--- config.mk ---
export PLATFORM = sky130hd
export DESIGN_NAME = lcd_frame_engine
export DESIGN_NICKNAME = d
export VERILOG_FILES = /design/src/rtl/lcd_frame_engine.sv
export SDC_FILE = /design/constraint.sdc
export NUM_CORES = 1
export LEC_CHECK = 0
export ABC_AREA = 1
export CAP_MARGIN = 20
export CORE_ASPECT_RATIO = 0.75
export CORE_UTILIZATION = 55
export DETAILED_ROUTE_END_ITERATION = 10
export PLACE_DENSITY_LB_ADDON = 0.3
export SLEW_MARGIN = 20
export SYNTH_ARGS = -nofsm -noshare
export SYNTH_HDL_FRONTEND = slang
export SYNTH_SLANG_ARGS = --single-unit
export TNS_END_PERCENT = 50
--- constraint.sdc ---
create_clock -name Clk -period 2 [get_ports Clk]
set_input_delay 0.4 -clock Clk [delete_from_list [all_inputs] [get_ports Clk]]
set_output_delay 0.4 -clock Clk [all_outputs]
set_load 0.02 [all_outputs]
--- src/rtl/lcd_frame_engine.sv ---
// HD44780 character-LCD controller: power-up init, custom glyph upload and
// ROWS x COLS frame streaming, one byte every three FSM ticks.
module lcd_frame_engine #(
  parameter int unsigned CLK_HZ     = 50_000_000,
  parameter int unsigned STEP_HZ    = 800,
  parameter int unsigned COLS       = 16,
  parameter int unsigned ROWS       = 2,
  parameter int unsigned CG_GLYPHS  = 8,
  parameter int unsigned CONTINUOUS = 1,
  localparam int unsigned AW = (ROWS * COLS > 1) ? $clog2(ROWS * COLS) : 1
) (
  input  logic          Clk,
  input  logic          rst,
  input  logic          refresh_req,
  output logic          busy,
  output logic          frame_done,
  output logic [AW-1:0] char_addr,
  input  logic [7:0]    char_data,
  output logic [5:0]    cg_addr,
  input  logic [7:0]    cg_data,
  inout  logic [7:0]    LCD_DATA,
  output logic          LCD_EN,
  output logic          LCD_RW,
  output logic          LCD_RS
);

  localparam int unsigned DIV = CLK_HZ / STEP_HZ;
  localparam int unsigned CW  = (DIV > 1) ? $clog2(DIV) : 1;
  localparam int unsigned CLW = (COLS > 1) ? $clog2(COLS) : 1;
  localparam logic [5:0]  CG_LAST = 6'(CG_GLYPHS * 8 - 1);

  typedef enum logic [3:0] {
    S_FUNC, S_DISP, S_CLEAR, S_CLRWAIT, S_ENTRY,
    S_CGHOME, S_CGDATA, S_IDLE, S_ROWCMD, S_CHAR
  } state_t;

  typedef enum logic [1:0] {P_SETUP, P_DROP, P_HOLD} phase_t;

  state_t          state_q, state_d;
  phase_t          phase_q, phase_d;
  logic [CW-1:0]   cnt_q;
  logic            tick;
  logic            wait_q, wait_d;
  logic            pending_q, pending_d;
  logic            row_q, row_d;
  logic [CLW-1:0]  col_q, col_d;
  logic [AW-1:0]   char_addr_d;
  logic [5:0]      cg_addr_d;
  logic [7:0]      data_q, data_d;
  logic            en_d, rs_d, frame_done_d;
  logic            frame_start;
  logic [7:0]      byte_sel;
  logic            rs_sel;

  assign tick = (cnt_q == CW'(DIV - 1));

  always_ff @(posedge Clk or negedge rst) begin
    if (!rst) cnt_q <= '0;
    else      cnt_q <= tick ? '0 : cnt_q + 1'b1;
  end

  always_comb begin
    byte_sel = 8'h00;
    rs_sel   = 1'b0;
    case (state_q)
      S_FUNC:   byte_sel = (ROWS == 2) ? 8'h38 : 8'h30;
      S_DISP:   byte_sel = 8'h0C;
      S_CLEAR:  byte_sel = 8'h01;
      S_ENTRY:  byte_sel = 8'h06;
      S_CGHOME: byte_sel = 8'h40;
      S_CGDATA: begin byte_sel = cg_data; rs_sel = 1'b1; end
      S_ROWCMD: byte_sel = row_q ? 8'hC0 : 8'h80;
      S_CHAR:   begin byte_sel = char_data; rs_sel = 1'b1; end
      default:  byte_sel = 8'h00;
    endcase
  end

  // Frame start clears pending, absorbing any request on that same cycle.
  always_comb begin
    state_d      = state_q;
    phase_d      = phase_q;
    wait_d       = wait_q;
    row_d        = row_q;
    col_d        = col_q;
    char_addr_d  = char_addr;
    cg_addr_d    = cg_addr;
    data_d       = data_q;
    en_d         = LCD_EN;
    rs_d         = LCD_RS;
    frame_done_d = 1'b0;
    frame_start  = 1'b0;
    if (tick) begin
      case (state_q)
        S_IDLE:    frame_start = (CONTINUOUS != 0) || pending_q;
        S_CLRWAIT: begin
          if (wait_q) state_d = S_ENTRY;
          else        wait_d  = 1'b1;
        end
        default: begin
          case (phase_q)
            P_SETUP: begin
              en_d    = 1'b1;
              data_d  = byte_sel;
              rs_d    = rs_sel;
              phase_d = P_DROP;
            end
            P_DROP: begin
              en_d    = 1'b0;
              phase_d = P_HOLD;
            end
            default: begin
              phase_d = P_SETUP;
              case (state_q)
                S_FUNC:  state_d = S_DISP;
                S_DISP:  state_d = S_CLEAR;
                S_CLEAR: begin state_d = S_CLRWAIT; wait_d = 1'b0; end
                S_ENTRY: state_d = (CG_GLYPHS > 0) ? S_CGHOME : S_IDLE;
                S_CGHOME: begin state_d = S_CGDATA; cg_addr_d = '0; end
                S_CGDATA: begin
                  if (cg_addr == CG_LAST) state_d = S_IDLE;
                  else                    cg_addr_d = cg_addr + 1'b1;
                end
                S_ROWCMD: begin state_d = S_CHAR; col_d = '0; end
                S_CHAR: begin
                  if (col_q != CLW'(COLS - 1)) begin
                    col_d       = col_q + 1'b1;
                    char_addr_d = char_addr + 1'b1;
                  end else if (row_q != 1'(ROWS - 1)) begin
                    row_d       = 1'b1;
                    char_addr_d = char_addr + 1'b1;
                    state_d     = S_ROWCMD;
                  end else begin
                    frame_done_d = 1'b1;
                    state_d      = S_IDLE;
                    frame_start  = (CONTINUOUS != 0) || pending_q;
                  end
                end
                default: state_d = S_IDLE;
              endcase
            end
          endcase
        end
      endcase
    end
    if (frame_start) begin
      state_d     = S_ROWCMD;
      phase_d     = P_SETUP;
      row_d       = 1'b0;
      col_d       = '0;
      char_addr_d = '0;
    end
    pending_d = frame_start ? 1'b0 : (pending_q | refresh_req);
  end

  always_ff @(posedge Clk or negedge rst) begin
    if (!rst) begin
      state_q    <= S_FUNC;
      phase_q    <= P_SETUP;
      wait_q     <= 1'b0;
      pending_q  <= 1'b0;
      row_q      <= 1'b0;
      col_q      <= '0;
      char_addr  <= '0;
      cg_addr    <= '0;
      data_q     <= '0;
      LCD_EN     <= 1'b0;
      LCD_RS     <= 1'b0;
      frame_done <= 1'b0;
    end else begin
      state_q    <= state_d;
      phase_q    <= phase_d;
      wait_q     <= wait_d;
      pending_q  <= pending_d;
      row_q      <= row_d;
      col_q      <= col_d;
      char_addr  <= char_addr_d;
      cg_addr    <= cg_addr_d;
      data_q     <= data_d;
      LCD_EN     <= en_d;
      LCD_RS     <= rs_d;
      frame_done <= frame_done_d;
    end
  end

  assign busy     = (state_q != S_IDLE);
  assign LCD_RW   = 1'b0;
  assign LCD_DATA = LCD_RW ? 'z : data_q;

endmodule
==> results.tsv, run 1 <==
metric	value	unit
status	finished, final reports clean	
synth-edff-count	0	
cts_tree	done	
core-area	0.00532	mm^2
clock-root-buffer	clkbuf_8	
start_util	57.2	%
p_int	1.40	mW
drv_cap	0	
synth_top_area_share	41.1	%
path_max_fanout	7	
synthMuxAreaShare	0.329	%
dpl_cell_area	0.00353	mm^2
synthCells	434	
dieArea	0.00584	mm^2
grt_pass1_wl	11.9	mm
routabilityCongestion	0.958	
cp.arrival	1.46	ns
power.share.sequential	58.7	%
p_clk_share	38.0	%
fill_cells	435	
drt_first_pass_iters	5	
yosysUniqueCellTypes	32	
routed-via-count	2920	
die_h	66.4	um
grtUsageTotal	26.8	%
drive_gt1_share	9.34	%
synth_area_leaders	dfrtp_1 (41%), nand2_1 (16%), nand3_1 (8.4%)	
routedWlPerCell	13.1	um
fp-row-count	23	
synth_compound_area_share	6.00	%
ant_nets	0	
yosysTopAreaCell	dfrtp_1	
io_pins	43	
p_leak	1.82	nW
diodes	0	
area_growth	20.3	%
grt_pass1_vias	2619	
grt.overflow.total	0	
hpwl	5.49	mm
synth-xor-area-share	3.16	%
synth_top_flop_cell	dfrtp_1	
hold_viol	0	
cellPowerDensity	481	mW/mm^2
fin_setup_tns	0	ns
cts.hold.buffers_added	0	
clockBufferDepth	2	
drt_iter0_markers	346	
post_synth.cell_area_avg	7.01	um^2
r2r_cells	8	
cts.sinks	50	
seqCellArea	0.00125	mm^2
grt_setup_unrepaired	false	
htree_levels	2	
async_flop_share	100	%
clk_pin_slew	0.09	ns
crit_required	1.60	ns
post_cts_buffers	0	
startpoint_type	register	
maxSlewViolCount	0	
synth_top_family_by_area	simple AND/OR/NAND/NOR gates	
nets	504	
multiInputGateArea	0.00155	mm^2
power.switching	0.363	mW
syn_nets	457	
synth_warnings	0	
grt_max_degree	51	
ir_drop	0.278	mV
setup_viol	0	
antenna_found_initial	0	
io_buffers	32	
end_kind	primary output	
min_path_type	primary input to async pin	
cts_buffers	5	
fin_skew	0.00711	ns
insertion_delay	0.30	ns
syn-cell-area	0.00304	mm^2
vias_per_cell	5.24	
synth-seq-cells	50	
wirelength	7.32	mm
post-route-min-period	1.86	ns
synthAdderAreaFrac	1.64	%
final_area	0.00366	mm^2
synthTopCellsByCount	nand2_1 (131), nor2_1 (56), inv_1 (55)	
yosys.area_share.simple	39.1	%
p_sw_share	20.6	%
die_x	87.9	um
comb_power_share	3.3	%
fin_crit_sh	93.2	%
yosys.cell_count.top_type	nand2_1	
drc	0	
critPathKind	register to primary output	
ys_seq_area_share	41.1	%
fmax	537	MHz
-- area by class of cell --
| class | count | area share, % |
|---|---|---|
| well taps | 75 | 2.56 |
| repair buffers | 47 | 12.0 |
| inverters | 57 | 5.84 |
| clock buffers | 8 | 3.01 |
| flip-flops and latches | 50 | 34.2 |
| multi-input cells | 320 | 42.4 |
-- power by group through the flow --
stage	clock network [mW]	registers, mW	logic [mW]
after floorplan	0	1.05	0.00313
after global placement	0	1.05	0.0598
after detailed placement	0	1.05	0.0598
after CTS	0.680	1.03	0.0601
after global routing	0.730	1.03	0.0646
final	0.670	1.03	0.0583
-- metrics by stage --
| step | util, % | std cells | hold WS (ns) | total power [mW] | setup WS (ns) |
|---|---|---|---|---|---|
| 3_3_place_gp | 66.4 | 549 | 0.410 | 1.11 | 0.150 |
| 5_1_grt | 68.8 | 557 | 0.0976 | 1.83 | 0.000383 |
| 6_report | 68.8 | 557 | 0.0808 | 1.76 | 0.137 |
| 4_1_cts | 68.4 | 557 | 0.0894 | 1.77 | 0.0724 |
| 2_1_floorplan | - | 434 | 0.104 | 1.06 | 0.391 |
| 3_5_place_dp | 66.4 | 549 | 0.410 | 1.11 | 0.104 |
-- kinds of logic after synthesis --
group / Yosys count
muxes: 1
DFF: 50
adders and majority gates: 4
buffers and inverters: 64
and+or+nand+nor: 271
xor gates and xnor gates: 11
other: 1
AOI/OAI and AO/OA: 32
-- critical path, cell delays in order, from the launching register on --
cell	delay [ns]
dfrtp_2	0.46
inv_1	0.12
nand2_1	0.09
inv_1	0.09
nand2_1	0.08
dlygate4sd2_1	0.33
-- final timing paths --
path                                             start                      end  slack, ns
worst min register to register      cnt_q[0]$_DFF_PN0_       cnt_q[0]$_DFF_PN0_       0.46
worst max-delay path            state_q[3]$_DFFE_PN0P_                     busy       0.14
worst max register to register      cnt_q[0]$_DFF_PN0_      cnt_q[14]$_DFF_PN0_       0.17
min in group Clk                           LCD_DATA[6]  LCD_DATA[6]$_DFFE_PN0P_       0.20
worst min-delay path                               rst       cnt_q[9]$_DFF_PN0_       0.08
max in group asynchronous                          rst   state_q[3]$_DFFE_PN0P_       1.67
-- sequential cells by signal (all words and copies together), names as in the netlist --
name        cells
cnt_q          16
LCD_DATA        8
cg_addr         6
char_addr       5
col_q           4
state_q         4
phase_q         2
LCD_EN          1
LCD_RS          1
frame_done      1
row_q           1
wait_q          1
-- timing repair --
item                                    in CTS  in global routing
gates resized for setup                      2                  6
endpoints found under the hold margin        0                  0
endpoints found under the setup margin       1                 24
pin swaps                                    0                  1
-- placed cells by master (no fill, tap or decap), drive strengths merged --
| master | count |
|---|---|
| mux2i | 1 |
| clkbuf | 8 |
| and3 | 1 |
| or2 | 1 |
| dfrtp | 50 |
| o21ai | 17 |
| o2111ai | 2 |
| buf | 16 |
| dlygate4sd2 | 1 |
| o31ai | 1 |
| o211ai | 1 |
| nor4 | 1 |
| xnor2 | 2 |
| conb | 1 |
| xor2 | 9 |
| inv | 57 |
| a21oi | 10 |
| nand3b | 2 |
| o21a | 1 |
| clkdlybuf4s50 | 30 |
| nand4 | 8 |
| ha | 4 |
| nand2 | 136 |
| and3b | 1 |
| nand3 | 55 |
| nor2 | 58 |
| nor3 | 7 |
| nor3b | 1 |
-- layer usage --
layer	vias up	part of all wire, %	track usage (%)
met4	0	1.0	6.97
met1	1336	51	41.0
met5	-	0	0
li1	1474	-	-
met2	102	42	38.4
met3	8	6.2	4.87
Note: power is estimated with default switching activity, not from simulation.
==> inputs of run 2 (changes only) <==
--- a/config.mk
+++ b/config.mk
@@ -9,6 +9,7 @@
 export CAP_MARGIN = 20
 export CORE_ASPECT_RATIO = 0.75
 export CORE_UTILIZATION = 55
+export CTS_CLUSTER_DIAMETER = 120
 export DETAILED_ROUTE_END_ITERATION = 10
 export PLACE_DENSITY_LB_ADDON = 0.3
 export SLEW_MARGIN = 20
==> results of run 2 <==
Final layout, timing and power as in run 1 (identical DEF).
==> inputs of run 3 (changes only) <==
--- a/config.mk
+++ b/config.mk
@@ -6,7 +6,6 @@
 export NUM_CORES = 1
 export LEC_CHECK = 0
 export ABC_AREA = 1
-export CAP_MARGIN = 20
 export CORE_ASPECT_RATIO = 0.75
 export CORE_UTILIZATION = 55
 export CTS_CLUSTER_DIAMETER = 120
==> results of run 3 <==
Final layout, timing and power as in run 1 (identical DEF).
==> patch 1 (settings of run 3) <==
`ROWS`: 2 -> 4.
--- a/src/rtl/lcd_frame_engine.sv
+++ b/src/rtl/lcd_frame_engine.sv
@@ -4,7 +4,7 @@
   parameter int unsigned CLK_HZ     = 50_000_000,
   parameter int unsigned STEP_HZ    = 800,
   parameter int unsigned COLS       = 16,
-  parameter int unsigned ROWS       = 2,
+  parameter int unsigned ROWS       = 4,
   parameter int unsigned CG_GLYPHS  = 8,
   parameter int unsigned CONTINUOUS = 1,
   localparam int unsigned AW = (ROWS * COLS > 1) ? $clog2(ROWS * COLS) : 1
Ports: changed (resized char_addr); port bits go from 43 to 44. The function was not compared with the original's and may differ.
==> patch 1 against run 3 <==
  * Clock power is 3.6% lower
  * Clock skew is essentially flat
  * Largest cell class unchanged
  * Worst setup slack lost 0.048 ns
  * Wire length decreased by 7.2%
  * Cell area decreased by 0.72%
  * Sequential share of layout area rose by 0.90 points
  * Highest routed layer unchanged
  * Die area is 0.12% higher
  * Largest power group unchanged
  * Worst hold slack lost 0.031 ns
  * Register-to-register slack hardly changed
  * Area after synthesis grew 0.12%
  * Critical path type unchanged
  * Combinational power down 1%
  * Power is 0.24% lower
  * First-iteration DRC count is 38% lower
  * Sequential cell count up 1
==> patch 1: results (changes against run 3) <==
Net Sw Frac -> 21.2% (+0.64 points)
Share of final-layout standard cells stronger than drive strength 1 -> 8.61% (-0.72 points)
Placement Setup Slack -> 0.143 ns (+0.0388 ns)
Ratio of routed vias to standard cells -> 5.14 (-2.0%)
Global placement routability congestion -> 0.947 (-1.2%)
M1 GR Usage -> 37.0% (-4.0 points)
Syn_area_per_cell -> 7.07 sq um (+0.82%)
Final setup skew -> 0.00680 ns (-0.000308 ns)
Amount of wire on met2 after detailed routing -> 2790 um (-9.3%)
Drt total wl -> 6790 um (-7.2%)
DP HPWL -> 5160 um (-6.0%)
Leakage -> 1.83 nW (+0.56%)
Number of cells on the worst reg-to-reg path -> 10 (+2)
Non-Filler Instances -> 551 (-1.1%)
Number of port buffers -> 33 (+3.1%)
Metal3 WL -> 501 um (+11%)
Via count of the first global-routing pass -> 2398 (-8.4%)
Met2 demand-to-capacity share in global routing -> 35.5% (-2.9 points)
Pre-antenna DRT Iters -> 4 (-1)
Worst VDD drop -> 0.000285 V (+2.5%)
Dominant cells by area after synthesis -> dfrtp_1 (42%), nand2_1 (18%), nor2_1 (6.9%), nand3_1 (6.2%), inv_1 (5.4%)
Unique masters post-synth -> 34 (+6.3%)
First-pass GRT wire length -> 11000 um (-7.9%)
Status -> finished clean
Net count reported at finish -> 498 (-1.2%)
Routed metal-1 wire length -> 3430 um (-7.9%)
Worst reg2reg endpoint -> col_q[1]$_DFFE_PN0P_
Global-route usage over all layers -> 24.5% (-2.3 points)
Portion of the post-synthesis area used by sequential elements -> 41.9% (+0.77 points)
Total nets after synthesis -> 454 (-0.66%)
Initial detailed-routing violation count -> 213 (-38%)
Crit path max fanout -> 8 (+1)
patch 1: changes by cell type in the layout (fill, tap and decap cells not counted), moves of 2 or more:
cell       delta
dfrtp_1       +2
inv_2         +2
a21oi_1       +3
inv_1        -11
nand2_1      +16
nand3_1      -13
buf_4         -4
nand3b_1      +3
o21ai_0       +4
nand3_2       -2
nor3_1        -3
o2111ai_1     -2
xor2_1        +2
nand4_1       -3
patch 1: area by class of cell:
class / count / area (sq um) / area share, %
clock buffer: 7 / 96.3 / 2.65
clock inverter: 1 / 7.51 / 0.206
inverter: 48 / 180 / 4.95
multi-input combinational: 325 / 1560 / 43.0
sequential: 51 / 1280 / 35.1
tap: 75 / 93.8 / 2.58
timing repair buffer: 44 / 419 / 11.5
patch 1: power groups by stage:
stage / Sequential [mW] / Clock, mW / Combinational, mW
finish: 1.05 / 0.646 / 0.0576
detailed placement: 1.07 / 0 / 0.0595
CTS: 1.05 / 0.670 / 0.0599
global route: 1.06 / 0.707 / 0.0647
global placement: 1.07 / 0 / 0.0592
floorplan: 1.07 / 0 / 0.00317
patch 1: logic make-up (layout without fill, tap and decap cells):
logic type / Yosys count / in the layout / share of synthesized area, %
and+or+nand+nor: 269 / 269 / 38.0
buffers and inverters: 55 / 100 / 7.31
DFF: 51 / 51 / 41.9
AOI/OAI and AO/OA: 37 / 37 / 7.02
xor gates and xnor gates: 13 / 13 / 3.74
adders and majority gates: 4 / 4 / 1.64
other: 1 / 1 / 0.123
muxes: 1 / 1 / 0.328
patch 1: worst max-delay path, cell delays in order, from the launching register on:
cell and delay (ns):
dfrtp_1 0.49, nand2_1 0.16, inv_1 0.14, nand2_1 0.09, dlygate4sd2_1 0.33
patch 1: repair_timing:
action                                 in CTS  in global routing
gates resized for setup                     1                  4
setup endpoints to repair                   1                 15
pin swaps                                   0                  1
setup buffers                               0                  2
endpoints found under the hold margin       0                  0
patch 1: worst max path at each step:
stage,slack [ns],depth (start not counted),start,to
floorplan,0.40,10,cnt_q[0]$_DFF_PN0_,char_addr[2]$_DFFE_PN0P_
CTS,0.09,4,state_q[2]$_DFFE_PN0P_,busy
detailed placement,0.14,9,cnt_q[0]$_DFF_PN0_,cnt_q[12]$_DFF_PN0_
finish,0.09,4,state_q[2]$_DFFE_PN0P_,busy
global route,-0.008,7,state_q[3]$_DFFE_PN0P_,state_q[3]$_DFFE_PN0P_
global placement,0.18,4,state_q[2]$_DFFE_PN0P_,busy
patch 1: per-stage QoR:
stage	area (sq um)	power [mW]	hold slack, ns
final	3640	1.76	0.0496
after floorplan	3050	1.08	0.104
after global placement	3500	1.13	0.400
after detailed placement	3500	1.13	0.399
after CTS	3610	1.78	0.0622
after global routing	3640	1.83	0.0819
==> patch 2 (config.mk and constraints of run 3) <==
Without the edit above. Add an input register stage for `cg_data`, with the module's reset; this delays it by one clock. The other inputs are not delayed to match.
--- a/src/rtl/lcd_frame_engine.sv
+++ b/src/rtl/lcd_frame_engine.sv
@@ -36,6 +36,16 @@
 
   typedef enum logic [1:0] {P_SETUP, P_DROP, P_HOLD} phase_t;
 
+  logic [7:0] cg_data_q;
+
+  always_ff @(posedge Clk or negedge rst) begin
+    if (!rst) begin
+      cg_data_q <= '0;
+    end else begin
+      cg_data_q <= cg_data;
+    end
+  end
+
   state_t          state_q, state_d;
   phase_t          phase_q, phase_d;
   logic [CW-1:0]   cnt_q;
@@ -68,7 +78,7 @@
       S_CLEAR:  byte_sel = 8'h01;
       S_ENTRY:  byte_sel = 8'h06;
       S_CGHOME: byte_sel = 8'h40;
-      S_CGDATA: begin byte_sel = cg_data; rs_sel = 1'b1; end
+      S_CGDATA: begin byte_sel = cg_data_q; rs_sel = 1'b1; end
       S_ROWCMD: byte_sel = row_q ? 8'hC0 : 8'h80;
       S_CHAR:   begin byte_sel = char_data; rs_sel = 1'b1; end
       default:  byte_sel = 8'h00;
Behaviour: same outputs for any inputs over 10 cycles, from zero or initial values and one cycle with rst low; that may be too few to reach the edited logic, so the function may still have changed.
==> patch 2 against run 3 <==
  * Power rose by 34%
  * Worst setup slack worse by 0.0024 ns
  * Cell area increased by 7.5%
  * Sequential share of layout area is 2.7 points higher
  * Count of clock-buffer cells in the layout is 2 higher
  * Area after synthesis up 7.9%
  * Combinational power rose by 6.0%
  * Wire length about the same
  * Sequential cell count increased by 8
  * Critical path depth is 1 lower
  * Synthesized cell count shrank 1.6%
  * Highest routed layer unchanged
==> patch 2: results (changes against run 3) <==
Status -> finished clean
Count of warnings emitted by yosys -> 0 (unchanged)
Synth cell count leaders -> nand2_1 (107), dfrtp_1 (58), inv_1 (54), nor2_1 (54), nand3_1 (27)
Worst VDD drop -> 0.000627 V (+130%)
Crit path max fanout -> 5 (-2)
Global placement routability congestion -> 0.927 (-3.2%)
Net count reported at finish -> 495 (-1.8%)
Later-pin clock latency in the skew report -> 0.34 ns (+0.04 ns)
Leakage -> 1.89 nW (+4.3%)
Total nets after synthesis -> 450 (-1.5%)
Clock transition at the registers of the reported paths -> 0.07 ns (-0.02 ns)
Global-route usage over all layers -> 25.2% (-1.5 points)
Reg2Reg Launch Point -> col_q[0]$_DFFE_PN0P_
Total of fill cells in the finished design -> 433 (-0.46%)
Share of final-layout standard cells stronger than drive strength 1 -> 14.0% (+4.7 points)
Largest net degree at the start of global routing -> 23 (-55%)
Number of cells on the worst reg-to-reg path -> 11 (+3)
Unique masters post-synth -> 38 (+19%)
Drt total wl -> 7320 um (about the same)
Final setup skew -> 0.00930 ns (+0.00218 ns)
DP HPWL -> 5430 um (-0.96%)
Initial detailed-routing violation count -> 241 (-30%)
Placed cells -> 536 (-2.4%)
Via count -> 3041 (+4.1%)
Portion of the post-synthesis area used by sequential elements -> 44.2% (+3.1 points)
Origin of the worst setup path -> state_q[1]$_DFFE_PN0P_
Clock buffers created by TritonCTS -> 9 (+4)
Via count of the first global-routing pass -> 2666 (+1.8%)
Dominant cells by area after synthesis -> dfrtp_1 (44%), nand2_1 (12%), inv_1 (6.2%), nor2_1 (6.2%), nand3_1 (4.1%)
Syn_area_per_cell -> 7.69 sq um (+9.7%)
Non-Filler Instances -> 552 (-0.90%)
## patch 2: changes by cell type in the layout (fill, tap and decap cells not counted), sizes merged, moves of 3 or more
cell      change
clkinvlp      +3
a21oi         +3
nand2        -24
nand3        -19
a221oi        +6
dfrtp         +8
o21ai        +12
buf           -5
inv           +4
## patch 2: worst max-delay path, cell delays in order (launching register included)
cell           delay, ns
dfrtp_1             0.44
nand2_1             0.15
inv_1               0.10
nand2_1             0.09
dlygate4sd2_1       0.34
## patch 2: cell families (layout without fill, tap and decap cells)
logic type                 after synthesis  in the layout  synth area share (%)
DFF                                     58             58                  44.2
and+or+nand+nor                        229            229                  32.5
AOI/OAI and AO/OA                       58             58                  10.9
adders and majority gates                4              4                  1.52
xor gates and xnor gates                 8              8                  2.13
other                                    1              1                 0.114
buffers and inverters                   69            119                  8.65
## patch 2: path summary, 6_finish.rpt
check,to,slack (ns)
setup / recovery,busy,0.13
hold reg to reg,cnt_q[0]$_DFF_PN0_,0.46
max in group asynchronous,col_q[2]$_DFFE_PN0P_,1.37
setup reg to reg,col_q[3]$_DFFE_PN0P_,0.16
min in group Clk,LCD_DATA[7]$_DFFE_PN0P_,0.17
hold / removal,cnt_q[6]$_DFF_PN0_,0.03
## patch 2: cell type report
class	count	area (sq um)	area share, %
multi-input combinational	300	1560	39.5
sequential	58	1450	36.9
timing repair buffer	42	402	10.2
inverter	61	229	5.82
clock buffer	10	138	3.50
tap	75	93.8	2.38
clock inverter	6	66.3	1.68
## patch 2: metal layers
| layer | track usage [%] | share of wire, % |
|---|---|---|
| met2 | 41.3 | 46 |
| met3 | 7.57 | 6.5 |
| met4 | 11.3 | 2.0 |
| met1 | 31.7 | 45 |
| met5 | 0 | 0 |
## patch 2: power groups by stage
stage | combinational (mW) | sequential [mW] | clock, mW
global placement | 0.0631 | 1.23 | 0
global route | 0.0693 | 1.21 | 1.16
finish | 0.0618 | 1.21 | 1.08
floorplan | 0.00325 | 1.23 | 0
detailed placement | 0.0638 | 1.23 | 0
CTS | 0.0639 | 1.21 | 1.11
## patch 2: stage by stage
step | worst slack, ns | instance area (sq um)
after floorplan | 0.432 | 3280
after global placement | 0.191 | 3730
after detailed placement | 0.139 | 3730
after CTS | 0.0906 | 3930
after global routing | -0.00723 | 3940
final | 0.134 | 3940
## patch 2: timing repair
item,4_1_cts,5_1_grt
hold buffers,0,0
setup endpoints to repair,1,13
resized for setup,1,5
